$ cat src/rtl/calc_pkg.sv
// Shared calculator definitions: keypad key codes, the key code type and the
// keypad FSM state encoding, plus a row-pattern decoder used by the scanner.
package calc_pkg;

  typedef logic [4:0] key_code_t;

  localparam key_code_t KEY_NONE  = 5'd0;
  localparam key_code_t KEY_DIG0  = 5'd1;
  localparam key_code_t KEY_DIG1  = 5'd2;
  localparam key_code_t KEY_DIG2  = 5'd3;
  localparam key_code_t KEY_DIG3  = 5'd4;
  localparam key_code_t KEY_DIG4  = 5'd5;
  localparam key_code_t KEY_DIG5  = 5'd6;
  localparam key_code_t KEY_DIG6  = 5'd7;
  localparam key_code_t KEY_DIG7  = 5'd8;
  localparam key_code_t KEY_DIG8  = 5'd9;
  localparam key_code_t KEY_DIG9  = 5'd10;
  localparam key_code_t KEY_ADD   = 5'd11;
  localparam key_code_t KEY_SUB   = 5'd12;
  localparam key_code_t KEY_MUL   = 5'd13;
  localparam key_code_t KEY_DIV   = 5'd14;
  localparam key_code_t KEY_ENTER = 5'd15;
  localparam key_code_t KEY_CLEAR = 5'd16;

  typedef enum logic [2:0] {
    ST_SCAN,
    ST_DEBOUNCE,
    ST_STROBE,
    ST_HOLD,
    ST_RELEASE
  } kp_state_t;

  // Returns {exactly_one_row_low, row_index}; multi-key patterns count as no key.
  function automatic logic [2:0] decode_rows(input logic [3:0] rows);
    logic [2:0] result;
    result = 3'b000;
    case (rows)
      4'b1110: result = 3'b100;
      4'b1101: result = 3'b101;
      4'b1011: result = 3'b110;
      4'b0111: result = 3'b111;
      default: result = 3'b000;
    endcase
    return result;
  endfunction

endpackage

$ cat src/rtl/keypad_keymap.sv
// Combinational lookup from keypad (row, column) position to calculator key code.
module keypad_keymap
  import calc_pkg::*;
(
  input  logic [1:0] i_row,
  input  logic [1:0] i_col,
  output key_code_t  o_code
);

  always_comb begin
    o_code = KEY_NONE;
    case ({i_row, i_col})
      4'h0: o_code = KEY_DIG1;
      4'h1: o_code = KEY_DIG2;
      4'h2: o_code = KEY_DIG3;
      4'h3: o_code = KEY_ADD;
      4'h4: o_code = KEY_DIG4;
      4'h5: o_code = KEY_DIG5;
      4'h6: o_code = KEY_DIG6;
      4'h7: o_code = KEY_SUB;
      4'h8: o_code = KEY_DIG7;
      4'h9: o_code = KEY_DIG8;
      4'hA: o_code = KEY_DIG9;
      4'hB: o_code = KEY_MUL;
      4'hC: o_code = KEY_CLEAR;
      4'hD: o_code = KEY_DIG0;
      4'hE: o_code = KEY_ENTER;
      4'hF: o_code = KEY_DIV;
    endcase
  end

endmodule

$ cat src/rtl/keypad_encoder.sv
// 4x4 keypad scanner/debouncer producing one key_strobe per accepted press.
// Define KEYPAD_SYNC_EN to add a 2-flop synchronizer on row_sense.
module keypad_encoder
  import calc_pkg::*;
#(
  parameter int SCAN_DIV       = 1000,
  parameter int DEBOUNCE_SCANS = 4,
  parameter int STROBE_CYCLES  = 8
) (
  input  logic       clk,
  input  logic       reset_n,
  input  logic [3:0] row_sense,
  output logic [3:0] col_drive,
  output logic [4:0] value,
  output logic       key_strobe
);

  localparam int DW = (SCAN_DIV > 1) ? $clog2(SCAN_DIV) : 1;
  localparam int MW = $clog2(DEBOUNCE_SCANS + 1);
  localparam int SW = $clog2(STROBE_CYCLES + 1);
  localparam logic [DW-1:0] DWELL_LAST  = DW'(SCAN_DIV - 1);
  localparam logic [MW-1:0] MATCH_LAST  = MW'(DEBOUNCE_SCANS - 1);
  localparam logic [SW-1:0] STROBE_LAST = SW'(STROBE_CYCLES);

  kp_state_t     r_state, w_state_nxt;
  logic [DW-1:0] r_dwell;
  logic [1:0]    r_col, w_col_nxt;
  logic [1:0]    r_row, w_row_nxt;
  logic [MW-1:0] r_match, w_match_nxt;
  logic [SW-1:0] r_scnt, w_scnt_nxt;
  key_code_t     r_value, w_value_nxt, w_code;
  logic          r_strobe, w_strobe_nxt;
  logic [3:0]    w_rows;
  logic          w_sample, w_single;
  logic [1:0]    w_row_idx;

`ifdef KEYPAD_SYNC_EN
  logic [3:0] r_sync1, r_sync2;

  always_ff @(posedge clk or negedge reset_n) begin
    if (!reset_n) begin
      r_sync1 <= 4'b1111;
      r_sync2 <= 4'b1111;
    end else begin
      r_sync1 <= row_sense;
      r_sync2 <= r_sync1;
    end
  end

  assign w_rows = r_sync2;
`else
  assign w_rows = row_sense;
`endif

  assign w_sample                = (r_dwell == DWELL_LAST);
  assign {w_single, w_row_idx}   = decode_rows(w_rows);
  assign col_drive               = ~(4'b0001 << r_col);
  assign value                   = r_value;
  assign key_strobe              = r_strobe;

  keypad_keymap u_keymap (
    .i_row  (r_row),
    .i_col  (r_col),
    .o_code (w_code)
  );

  // Free-running dwell counter keeps every state on the same sample grid.
  always_ff @(posedge clk or negedge reset_n) begin
    if (!reset_n)
      r_dwell <= '0;
    else if (w_sample)
      r_dwell <= '0;
    else
      r_dwell <= r_dwell + DW'(1);
  end

  always_ff @(posedge clk or negedge reset_n) begin
    if (!reset_n) begin
      r_state  <= ST_SCAN;
      r_col    <= 2'd0;
      r_row    <= 2'd0;
      r_match  <= '0;
      r_scnt   <= '0;
      r_value  <= KEY_NONE;
      r_strobe <= 1'b0;
    end else begin
      r_state  <= w_state_nxt;
      r_col    <= w_col_nxt;
      r_row    <= w_row_nxt;
      r_match  <= w_match_nxt;
      r_scnt   <= w_scnt_nxt;
      r_value  <= w_value_nxt;
      r_strobe <= w_strobe_nxt;
    end
  end

  always_comb begin
    w_state_nxt  = r_state;
    w_col_nxt    = r_col;
    w_row_nxt    = r_row;
    w_match_nxt  = r_match;
    w_scnt_nxt   = r_scnt;
    w_value_nxt  = r_value;
    w_strobe_nxt = 1'b0;
    case (r_state)
      ST_SCAN: begin
        if (w_sample) begin
          if (w_single) begin
            w_row_nxt   = w_row_idx;
            w_match_nxt = MW'(1);
            w_state_nxt = ST_DEBOUNCE;
          end else begin
            w_col_nxt = r_col + 2'd1;
          end
        end
      end
      ST_DEBOUNCE: begin
        if (w_sample) begin
          if (w_single && (w_row_idx == r_row)) begin
            if (r_match == MATCH_LAST) begin
              w_value_nxt = w_code;
              w_scnt_nxt  = '0;
              w_state_nxt = ST_STROBE;
            end else begin
              w_match_nxt = r_match + MW'(1);
            end
          end else begin
            w_match_nxt = '0;
            w_col_nxt   = r_col + 2'd1;
            w_state_nxt = ST_SCAN;
          end
        end
      end
      // First STROBE cycle only settles value; the pulse starts one cycle later.
      ST_STROBE: begin
        if (r_scnt == STROBE_LAST) begin
          w_state_nxt = ST_HOLD;
        end else begin
          w_scnt_nxt   = r_scnt + SW'(1);
          w_strobe_nxt = 1'b1;
        end
      end
      ST_HOLD: begin
        if (w_sample && (w_rows == 4'b1111)) begin
          w_match_nxt = MW'(1);
          w_state_nxt = ST_RELEASE;
        end
      end
      ST_RELEASE: begin
        if (w_sample) begin
          if (w_rows == 4'b1111) begin
            if (r_match == MATCH_LAST) begin
              w_value_nxt = KEY_NONE;
              w_match_nxt = '0;
              w_col_nxt   = r_col + 2'd1;
              w_state_nxt = ST_SCAN;
            end else begin
              w_match_nxt = r_match + MW'(1);
            end
          end else begin
            w_state_nxt = ST_HOLD;
          end
        end
      end
      default: w_state_nxt = ST_SCAN;
    endcase
  end

endmodule

$ cat config.mk
export PLATFORM = sky130hd
export DESIGN_NAME = keypad_encoder
export DESIGN_NICKNAME = d
export VERILOG_FILES = /design/src/rtl/calc_pkg.sv /design/src/rtl/keypad_keymap.sv /design/src/rtl/keypad_encoder.sv
export SDC_FILE = /design/constraint.sdc
export NUM_CORES = 1
export LEC_CHECK = 0
export BUFFER_PORTS_ARGS = -buffer_cell sky130_fd_sc_hd__buf_4
export CORE_AREA = 2 2 60 62
export CTS_CLUSTER_SIZE = 40
export DETAILED_ROUTE_END_ITERATION = 12
export DIE_AREA = 0 0 62 64
export PLACE_DENSITY = 0.76
export SYNTH_ARGS = -nofsm -noshare
export SYNTH_HDL_FRONTEND = slang
export SYNTH_SLANG_ARGS = --single-unit
$ cat constraint.sdc
create_clock -name clk -period 2.74 [get_ports clk]
set_input_delay 0.274 -clock clk [delete_from_list [all_inputs] [get_ports clk]]
set_output_delay 0.274 -clock clk [all_outputs]
set_load 0.02 [all_outputs]
==> run summary, run 1 <==
RUN STATUS
--------------------------------------------------------------------------------------------------
Run status                                                                            finished, final reports clean

SYNTHESIS
--------------------------------------------------------------------------------------------------
Average instance area after synthesis                                                  9.297 sq um
Commonest cells post-synth                                                            sky130_fd_sc_hd__dfrtp_1 (30), sky130_fd_sc_hd__nand2_1 (17), sky130_fd_sc_hd__nor2_1 (16)
EDFF count, synth                                                                                0
YS warnings                                                                                      0
Cell variety after synth                                                                        49
Fraction of registers with async set or reset after synthesis                               100.0%
Netlist area before placement                                                           1878 sq um
Area fraction of the dominant cell type after synthesis                                     39.97%
Synth area leaders                                                                    sky130_fd_sc_hd__dfrtp_1 (40%), sky130_fd_sc_hd__ha_1 (8.0%), sky130_fd_sc_hd__nand2_1 (3.4%), sky130_fd_sc_hd__nand3_1 (3.2%), sky130_fd_sc_hd__nor2_1 (3.2%)
Most common cell in the synthesized netlist                                           sky130_fd_sc_hd__dfrtp_1
Synth Net Count                                                                                220
Post-Syn Instances                                                                             202
Number of storage elements in the synthesis netlist                                             30
Synth Flop Type                                                                       sky130_fd_sc_hd__dfrtp_1
Register area share after synthesis                                                         39.97%
Largest area contributor in the synthesized netlist                                   sky130_fd_sc_hd__dfrtp_1

FLOORPLANNING
--------------------------------------------------------------------------------------------------
I/O pin total                                                                                   16
Area of the die                                                                         3968 sq um
Core footprint                                                                          3284 sq um
Die extent in x                                                                         62 microns
Initial cell density of the core                                                            57.18%
Std-Cell Rows                                                                                   21
Die height                                                                              64 microns

POWER AND IR DROP
--------------------------------------------------------------------------------------------------
Part of the total power dissipated in sequential elements                                    58.9%
Part of the total power dissipated in combinational logic                                     4.3%
Worst IR drop on VDD                                                                   0.0002433 V
Clock Power Share                                                                            36.8%
Switching fraction of total power                                                           23.13%
Leakage                                                                                  0.9759 nW
Sw Pwr                                                                                    173.8 uW
Power Dens Cells                                                                      361.4 nW/um^2
Total design power                                                                        751.6 uW
Int Power                                                                                 577.7 uW

LAYOUT
--------------------------------------------------------------------------------------------------
Fraction of layout instances using a drive strength above 1                                 13.36%
Fill cells                                                                                     284
Ant diodes                                                                                       0
Area of all sequential standard cells                                                  750.7 sq um
Final core utilization                                                                      63.31%
Net count reported at finish                                                                   234
Final Instance Area                                                                     2079 sq um
Area growth from synthesis to layout                                                        10.73%
Multi-input logic area                                                                  1017 sq um

SETUP PATH
--------------------------------------------------------------------------------------------------
Biggest fanout along the worst timing path                                                       6
Category of the worst setup path capture point                                                flop
CP peak stage delay                                                                         440 ps
Startpoint Class                                                                              flop
Slowest cell on crit path                                                             sky130_fd_sc_hd__a2111o_1
Req. time, crit path                                                                       2970 ps
Data arrival, critical path                                                                2520 ps
Critical setup path kind                                                              flop to flop
Cells along the critical path                                                         ha_1 -> nand4_2 -> nor3_2 -> o21ai_1 -> a21o_1 -> a2111o_1 -> mux2_4

DRT
--------------------------------------------------------------------------------------------------
Via Count                                                                                     1507
Wire per inst                                                                         13.51 microns
Detailed-route wire length                                                            3552 microns
Via density per instance                                                                     5.730
Count of nets left with antenna violations after detail routing                                  0
First DRT Iteration DRCs                                                                        79
Pre-antenna DRT Iters                                                                            4
# DRC                                                                                            0

PLACEMENT
--------------------------------------------------------------------------------------------------
Area after DPL                                                                          2009 sq um
Detail Placement HPWL                                                                 2689 microns
RePlAce Congestion                                                                          0.9062
Count of buffers from port buffering                                                            15

STA
--------------------------------------------------------------------------------------------------
Setup repair after global routing missed its margin                                          false
Top achievable clock speed                                                               435.1 MHz
Transition time at the pin with the least slew margin                                     477.0 ps
Final cycle utilization of the critical path                                                83.89%
Setup TNS                                                                                     0 ps
Final hold vios                                                                                  0
Rel. slew slack                                                                             67.98%
Slew Limit Fails                                                                                 0
Final Hold Slack                                                                          334.6 ps
Setup violations, final                                                                          0
Min cycle time layout                                                                      2299 ps
Max Clock Skew                                                                            3.334 ps

JOB
--------------------------------------------------------------------------------------------------
Max-capacitance violation count                                                                  0

CLOCKING
--------------------------------------------------------------------------------------------------
Number of sinks driven by the clock tree                                                        30
Cell chosen for the clock root                                                        sky130_fd_sc_hd__clkbuf_4
Latest clock arrival within the worst-skew pair                                             330 ps
Number of resized instances in the post-cts repair step                                          0
TritonCTS clock tree                                                                         built
Clock tree buffer depth                                                                          2
TritonCTS buffer count                                                                           5
H-Tree Level Count                                                                               2
Number of buffers inserted to repair setup after CTS                                             0
Clock transition time at the flip-flop clock pins of the worst setup and hold paths          90 ps

GLOBAL ROUTING
--------------------------------------------------------------------------------------------------
Overflow left after global routing                                                               0
Via count of the first global-routing pass                                                    1427
Pin count of the biggest net entering global routing                                            31
Total routing usage reported by global routing                                              20.88%
Antenna violations before repair                                                                 0
First-pass GRT wire length                                                            6251 microns

HOLD PATH
--------------------------------------------------------------------------------------------------
Worst min-delay path class                                                            input pin to flop

[logic make-up (layout without fill, tap and decap cells)]
family | count (synthesis) | in the layout | synth area share, %
mux | 9 | 9 | 5.862
compound gates | 38 | 38 | 13.39
flops | 30 | 30 | 39.97
simple gates | 76 | 76 | 22.25
buf+inv | 27 | 42 | 5.862
fa+ha+maj | 12 | 12 | 7.994
xor+xnor | 10 | 10 | 4.663
[routing by layer]
layer	wire length [microns]	track usage, %	part of all wire, %	vias up
li1	-	-	-	745
met1	1725	29.50	49	735
met2	1652	30.60	47	20
met3	122	6.073	3.4	7
met4	51	6.383	1.4	0
met5	0	0	0	-
[sequential cells by signal, indices dropped and copies added, names as in the netlist]
signal	flops
key_strobe	1
r_state	3
r_scnt	4
r_match	3
r_col	2
r_row	2
value	5
r_dwell	10
[worst max-delay path, delay by kind of cell (launching register included)]
| kind | cells | cell delay (ps) |
|---|---|---|
| simple gates | 2 | 450 |
| fa+ha+maj | 1 | 260 |
| compound gates | 3 | 790 |
| flops | 1 | 380 |
| mux | 1 | 320 |
[cell type report]
class	count	share of cell area [%]
inverters	17	3.069
clock inverters	1	0.2407
multi-input cells	145	48.92
flip-flops and latches	30	36.10
well taps	46	2.768
clock buffers	7	2.647
repair buffers	17	6.258
[power groups by stage]
stage                     registers [mW]  clock network [mW]  logic, mW
after global placement             0.451                   0     0.0302
after global routing               0.442               0.300     0.0368
after floorplan                    0.451                   0     0.0169
after detailed placement           0.451                   0     0.0320
after CTS                          0.442               0.282     0.0329
final                              0.442               0.277     0.0323
[final timing paths]
check | from | end | slack [ps] | depth (start not counted)
max | r_dwell[0] | r_match[1] | 440 | 7
min | row_sense[0] | r_row[0] | 330 | 4
max reg2reg | r_dwell[0] | r_match[1] | 440 | 7
min reg2reg | r_dwell[0] | r_dwell[0] | 470 | 1
max in group asynchronous | reset_n | r_scnt[2] | 2070 | 2
min in group asynchronous | reset_n | value[1] | 410 | 2
[placed cells by master, fill, tap and decap left out, types with 2 or more instances in the layout]
master / netlist / layout
sky130_fd_sc_hd__buf_4: 1 / 16
sky130_fd_sc_hd__nand4b_1: 3 / 3
sky130_fd_sc_hd__ha_1: 12 / 12
sky130_fd_sc_hd__nand3_1: 12 / 12
sky130_fd_sc_hd__a21oi_1: 3 / 3
sky130_fd_sc_hd__and3_1: 4 / 4
sky130_fd_sc_hd__o21ai_0: 9 / 9
sky130_fd_sc_hd__dfrtp_1: 30 / 30
sky130_fd_sc_hd__o211ai_1: 3 / 3
sky130_fd_sc_hd__xor2_1: 4 / 4
sky130_fd_sc_hd__mux2_1: 2 / 2
sky130_fd_sc_hd__inv_1: 15 / 15
sky130_fd_sc_hd__and3b_1: 2 / 2
sky130_fd_sc_hd__nand4_1: 3 / 3
sky130_fd_sc_hd__mux2i_1: 5 / 5
sky130_fd_sc_hd__xnor2_1: 6 / 6
sky130_fd_sc_hd__a22o_1: 2 / 2
sky130_fd_sc_hd__a21o_1: 2 / 2
sky130_fd_sc_hd__or4_1: 2 / 2
sky130_fd_sc_hd__clkbuf_4: 0 / 5
sky130_fd_sc_hd__nor3b_1: 2 / 2
sky130_fd_sc_hd__nor2_1: 16 / 16
sky130_fd_sc_hd__nand2b_1: 4 / 4
sky130_fd_sc_hd__o21ai_1: 10 / 10
sky130_fd_sc_hd__nand2_1: 17 / 17
sky130_fd_sc_hd__nor3_1: 3 / 3
[timing repair]
action	4_1_cts	5_1_grt
hold buffers	1	0
endpoints found under the setup margin	0	0
hold endpoints to repair	30	0
[stage by stage]
stage	instances	setup WS [ps]
2_1_floorplan	202	651.5
3_3_place_gp	254	540.6
3_5_place_dp	254	466.4
4_1_cts	263	449.1
5_1_grt	263	288.5
6_report	263	441.5
Note: power is estimated with default switching activity, not from simulation.
==> run 2, diff against run 1 <==
--- a/config.mk
+++ b/config.mk
@@ -6,11 +6,11 @@
 export NUM_CORES = 1
 export LEC_CHECK = 0
 export BUFFER_PORTS_ARGS = -buffer_cell sky130_fd_sc_hd__buf_4
-export CORE_AREA = 2 2 60 62
+export CORE_AREA = 2 2 63 65
 export CTS_CLUSTER_SIZE = 40
 export DETAILED_ROUTE_END_ITERATION = 12
-export DIE_AREA = 0 0 62 64
-export PLACE_DENSITY = 0.76
+export DIE_AREA = 0 0 65 67
+export PLACE_DENSITY = 0.73
 export SYNTH_ARGS = -nofsm -noshare
 export SYNTH_HDL_FRONTEND = slang
 export SYNTH_SLANG_ARGS = --single-unit
==> constraint.sdc (replaced) <==
create_clock -name clk -period 2.1 [get_ports clk]
set_input_delay 0.21 -clock clk [delete_from_list [all_inputs] [get_ports clk]]
set_output_delay 0.21 -clock clk [all_outputs]
set_load 0.02 [all_outputs]
==> run summary, run 2 (synthesis gave the netlist of run 1 again) <==
RUN STATUS
--------------------------------------------------------------------------------------------------
Run status                                                                            finished, final reports clean   unchanged

FLOORPLANNING
--------------------------------------------------------------------------------------------------
Area of the die                                                                         4355 sq um   was 3968 sq um
Initial cell density of the core                                                            52.08%   was 57.18%
Core footprint                                                                          3606 sq um   was 3284 sq um
Die extent in x                                                                         65 microns   was 62 microns
I/O pin total                                                                                   16   unchanged
Die height                                                                              67 microns   was 64 microns
Std-Cell Rows                                                                                   22   was 21

POWER AND IR DROP
--------------------------------------------------------------------------------------------------
Clock Power Share                                                                            43.8%   was 36.8%
Switching fraction of total power                                                           22.42%   was 23.13%
Worst IR drop on VDD                                                                   0.0003037 V   was 0.0002433 V
Power Dens Cells                                                                      484.2 nW/um^2   was 361.4 nW/um^2
Part of the total power dissipated in sequential elements                                    52.3%   was 58.9%
Sw Pwr                                                                                    247.7 uW   was 173.8 uW
Part of the total power dissipated in combinational logic                                     3.9%   was 4.3%
Leakage                                                                                   1.080 nW   was 0.9759 nW
Total design power                                                                        1.105 mW   was 751.6 uW
Int Power                                                                                 857.3 uW   was 577.7 uW

LAYOUT
--------------------------------------------------------------------------------------------------
Fraction of layout instances using a drive strength above 1                                 21.46%   was 13.36%
Fill cells                                                                                     325   was 284
Most common library cell in the layout ignoring fill and taps                         sky130_fd_sc_hd__buf_4   was sky130_fd_sc_hd__dfrtp_1
Final std cells w/o fill                                                                       281   was 263
Final core utilization                                                                      63.29%   was 63.31%
Number of flip-flops in the largest register                                                    10   unchanged
Ant diodes                                                                                       0   unchanged
Final Instance Area                                                                     2282 sq um   was 2079 sq um
Area growth from synthesis to layout                                                        21.52%   was 10.73%
Reg with most FFs                                                                          r_dwell   unchanged
Most frequent cells in the layout                                                     sky130_fd_sc_hd__buf_4 (31), sky130_fd_sc_hd__dfrtp_1 (30), sky130_fd_sc_hd__nand2_1 (17)   was sky130_fd_sc_hd__dfrtp_1 (30), sky130_fd_sc_hd__nand2_1 (17), sky130_fd_sc_hd__nor2_1 (16), sky130_fd_sc_hd__buf_4 (16), sky130_fd_sc_hd__inv_1 (15)
Net count reported at finish                                                                   250   was 234
Area of all sequential standard cells                                                  750.7 sq um   unchanged
Multi-input logic area                                                                  1062 sq um   was 1017 sq um

HOLD PATH
--------------------------------------------------------------------------------------------------
Hold Path Stages                                                                                 4   unchanged
Hold path startpoint                                                                  row_sense[0]   unchanged
Worst min-delay path class                                                            input pin to flop   unchanged
Hold Path Sink                                                                            r_row[0]   unchanged

CLOCKING
--------------------------------------------------------------------------------------------------
Latest clock arrival within the worst-skew pair                                             290 ps   was 330 ps
H-Tree Level Count                                                                               2   unchanged
TritonCTS clock tree                                                                         built   unchanged
Clock tree buffer depth                                                                          2   unchanged
TritonCTS buffer count                                                                           5   unchanged
Number of sinks driven by the clock tree                                                        30   unchanged
Cell chosen for the clock root                                                        sky130_fd_sc_hd__clkbuf_8   was sky130_fd_sc_hd__clkbuf_4
Clock transition time at the flip-flop clock pins of the worst setup and hold paths          70 ps   was 90 ps

STA
--------------------------------------------------------------------------------------------------
Slew Limit Fails                                                                                 0   unchanged
Min cycle time layout                                                                      2006 ps   was 2299 ps
Setup repair after global routing missed its margin                                           true   was false
Rel. slew slack                                                                             68.59%   was 67.98%
Max Clock Skew                                                                            10.01 ps   was 3.334 ps
Top achievable clock speed                                                               498.5 MHz   was 435.1 MHz
Transition time at the pin with the least slew margin                                     469.1 ps   was 477.0 ps
Final hold vios                                                                                  0   unchanged
Setup violations, final                                                                          0   unchanged
Final cycle utilization of the critical path                                                95.52%   was 83.89%

DRT
--------------------------------------------------------------------------------------------------
Pre-antenna DRT Iters                                                                            4   unchanged
Count of nets left with antenna violations after detail routing                                  0   unchanged
Detailed-route wire length                                                            3901 microns   was 3552 microns
Via Count                                                                                     1564   was 1507
First DRT Iteration DRCs                                                                        58   was 79
Via density per instance                                                                     5.566   was 5.730
Wire per inst                                                                         13.88 microns   was 13.51 microns
# DRC                                                                                            0   unchanged

GLOBAL ROUTING
--------------------------------------------------------------------------------------------------
Overflow left after global routing                                                               0   unchanged
Via count of the first global-routing pass                                                    1453   was 1427
Total routing usage reported by global routing                                              20.57%   was 20.88%
Antenna violations before repair                                                                 0   unchanged
First-pass GRT wire length                                                            6734 microns   was 6251 microns
Pin count of the biggest net entering global routing                                            31   unchanged

SETUP PATH
--------------------------------------------------------------------------------------------------
Req. time, crit path                                                                       2260 ps   was 2970 ps
Biggest fanout along the worst timing path                                                       6   unchanged
Critical setup path kind                                                              flop to flop   unchanged
Cells on worst reg2reg path                                                                      6   was 7
Data arrival, critical path                                                                2170 ps   was 2520 ps
Category of the worst setup path capture point                                                flop   unchanged
Setup slack, reg-to-reg                                                                      90 ps   was 440 ps
End of the worst register-to-register path                                              r_state[0]   was r_match[1]
FF-to-FF Start                                                                            r_row[0]   was r_dwell[0]
Startpoint Class                                                                              flop   unchanged

PLACEMENT
--------------------------------------------------------------------------------------------------
Area after DPL                                                                          2117 sq um   was 2009 sq um
Detail Placement HPWL                                                                 2790 microns   was 2689 microns
Number of cells in the design after placement                                                  270   was 254
Count of buffers from port buffering                                                            15   unchanged
RePlAce Congestion                                                                          0.7989   was 0.9062

JOB
--------------------------------------------------------------------------------------------------
Max-capacitance violation count                                                                  0   unchanged

run 2: worst max-delay path, stage by stage (launching register included):
cell                      delay, ps
sky130_fd_sc_hd__dfrtp_1        440
sky130_fd_sc_hd__nor4b_1        320
sky130_fd_sc_hd__nand3_1        130
sky130_fd_sc_hd__and3_2         240
sky130_fd_sc_hd__o41ai_2        360
sky130_fd_sc_hd__nor3_2          70
sky130_fd_sc_hd__mux2_1         310
run 2: final cells by class:
cell class	count	share of cell area (%)
multi-input combinational	145	46.55
sequential	30	32.89
timing repair buffer	33	11.13
clock buffer	7	3.783
inverter	17	2.796
tap	48	2.632
clock inverter	1	0.2193
run 2: worst max path at each step:
stage	start	to	slack [ps]
2_1_floorplan	r_dwell[0]	r_match[1]	10
5_1_grt	r_row[1]	value[3]	-80
3_3_place_gp	r_dwell[0]	r_match[1]	80
4_1_cts	r_dwell[0]	r_match[1]	20
6_report	r_row[0]	r_state[0]	90
3_5_place_dp	r_dwell[0]	r_match[1]	6
run 2: power by group through the flow:
| stage | sequential, mW | clock (mW) | combinational [mW] |
|---|---|---|---|
| after floorplan | 0.589 | 0 | 0.0221 |
| final | 0.578 | 0.484 | 0.0428 |
| after CTS | 0.578 | 0.496 | 0.0434 |
| after global routing | 0.577 | 0.523 | 0.0486 |
| after global placement | 0.589 | 0 | 0.0417 |
| after detailed placement | 0.589 | 0 | 0.0419 |
run 2: stage by stage:
step	setup TNS (ps)	hold slack [ps]	setup WS [ps]
CTS	0	323.6	22.71
finish	0	325.3	94.12
global route	-274.3	375.8	-77.94
detailed placement	0	160.6	5.592
global placement	0	160.2	77.34
floorplan	0	-85.59	11.51
run 2: routing by layer:
layer  vias to the layer above  wire (microns)  global-route usage, %
li1                        769               -                      -
met1                       769            1846                  26.20
met2                        19            1868                  32.99
met3                         7             128                  5.912
met4                         0              57                  7.979
met5                         -               0                      0
run 2: repair_timing:
| action | in CTS | in global routing |
|---|---|---|
| endpoints found under the setup margin | 1 | 9 |
| resized for setup | 1 | 8 |
| pin swaps | 0 | 3 |
| buffers inserted | 0 | 2 |
| hold endpoints to repair | 30 | 0 |
| hold buffers | 1 | 0 |
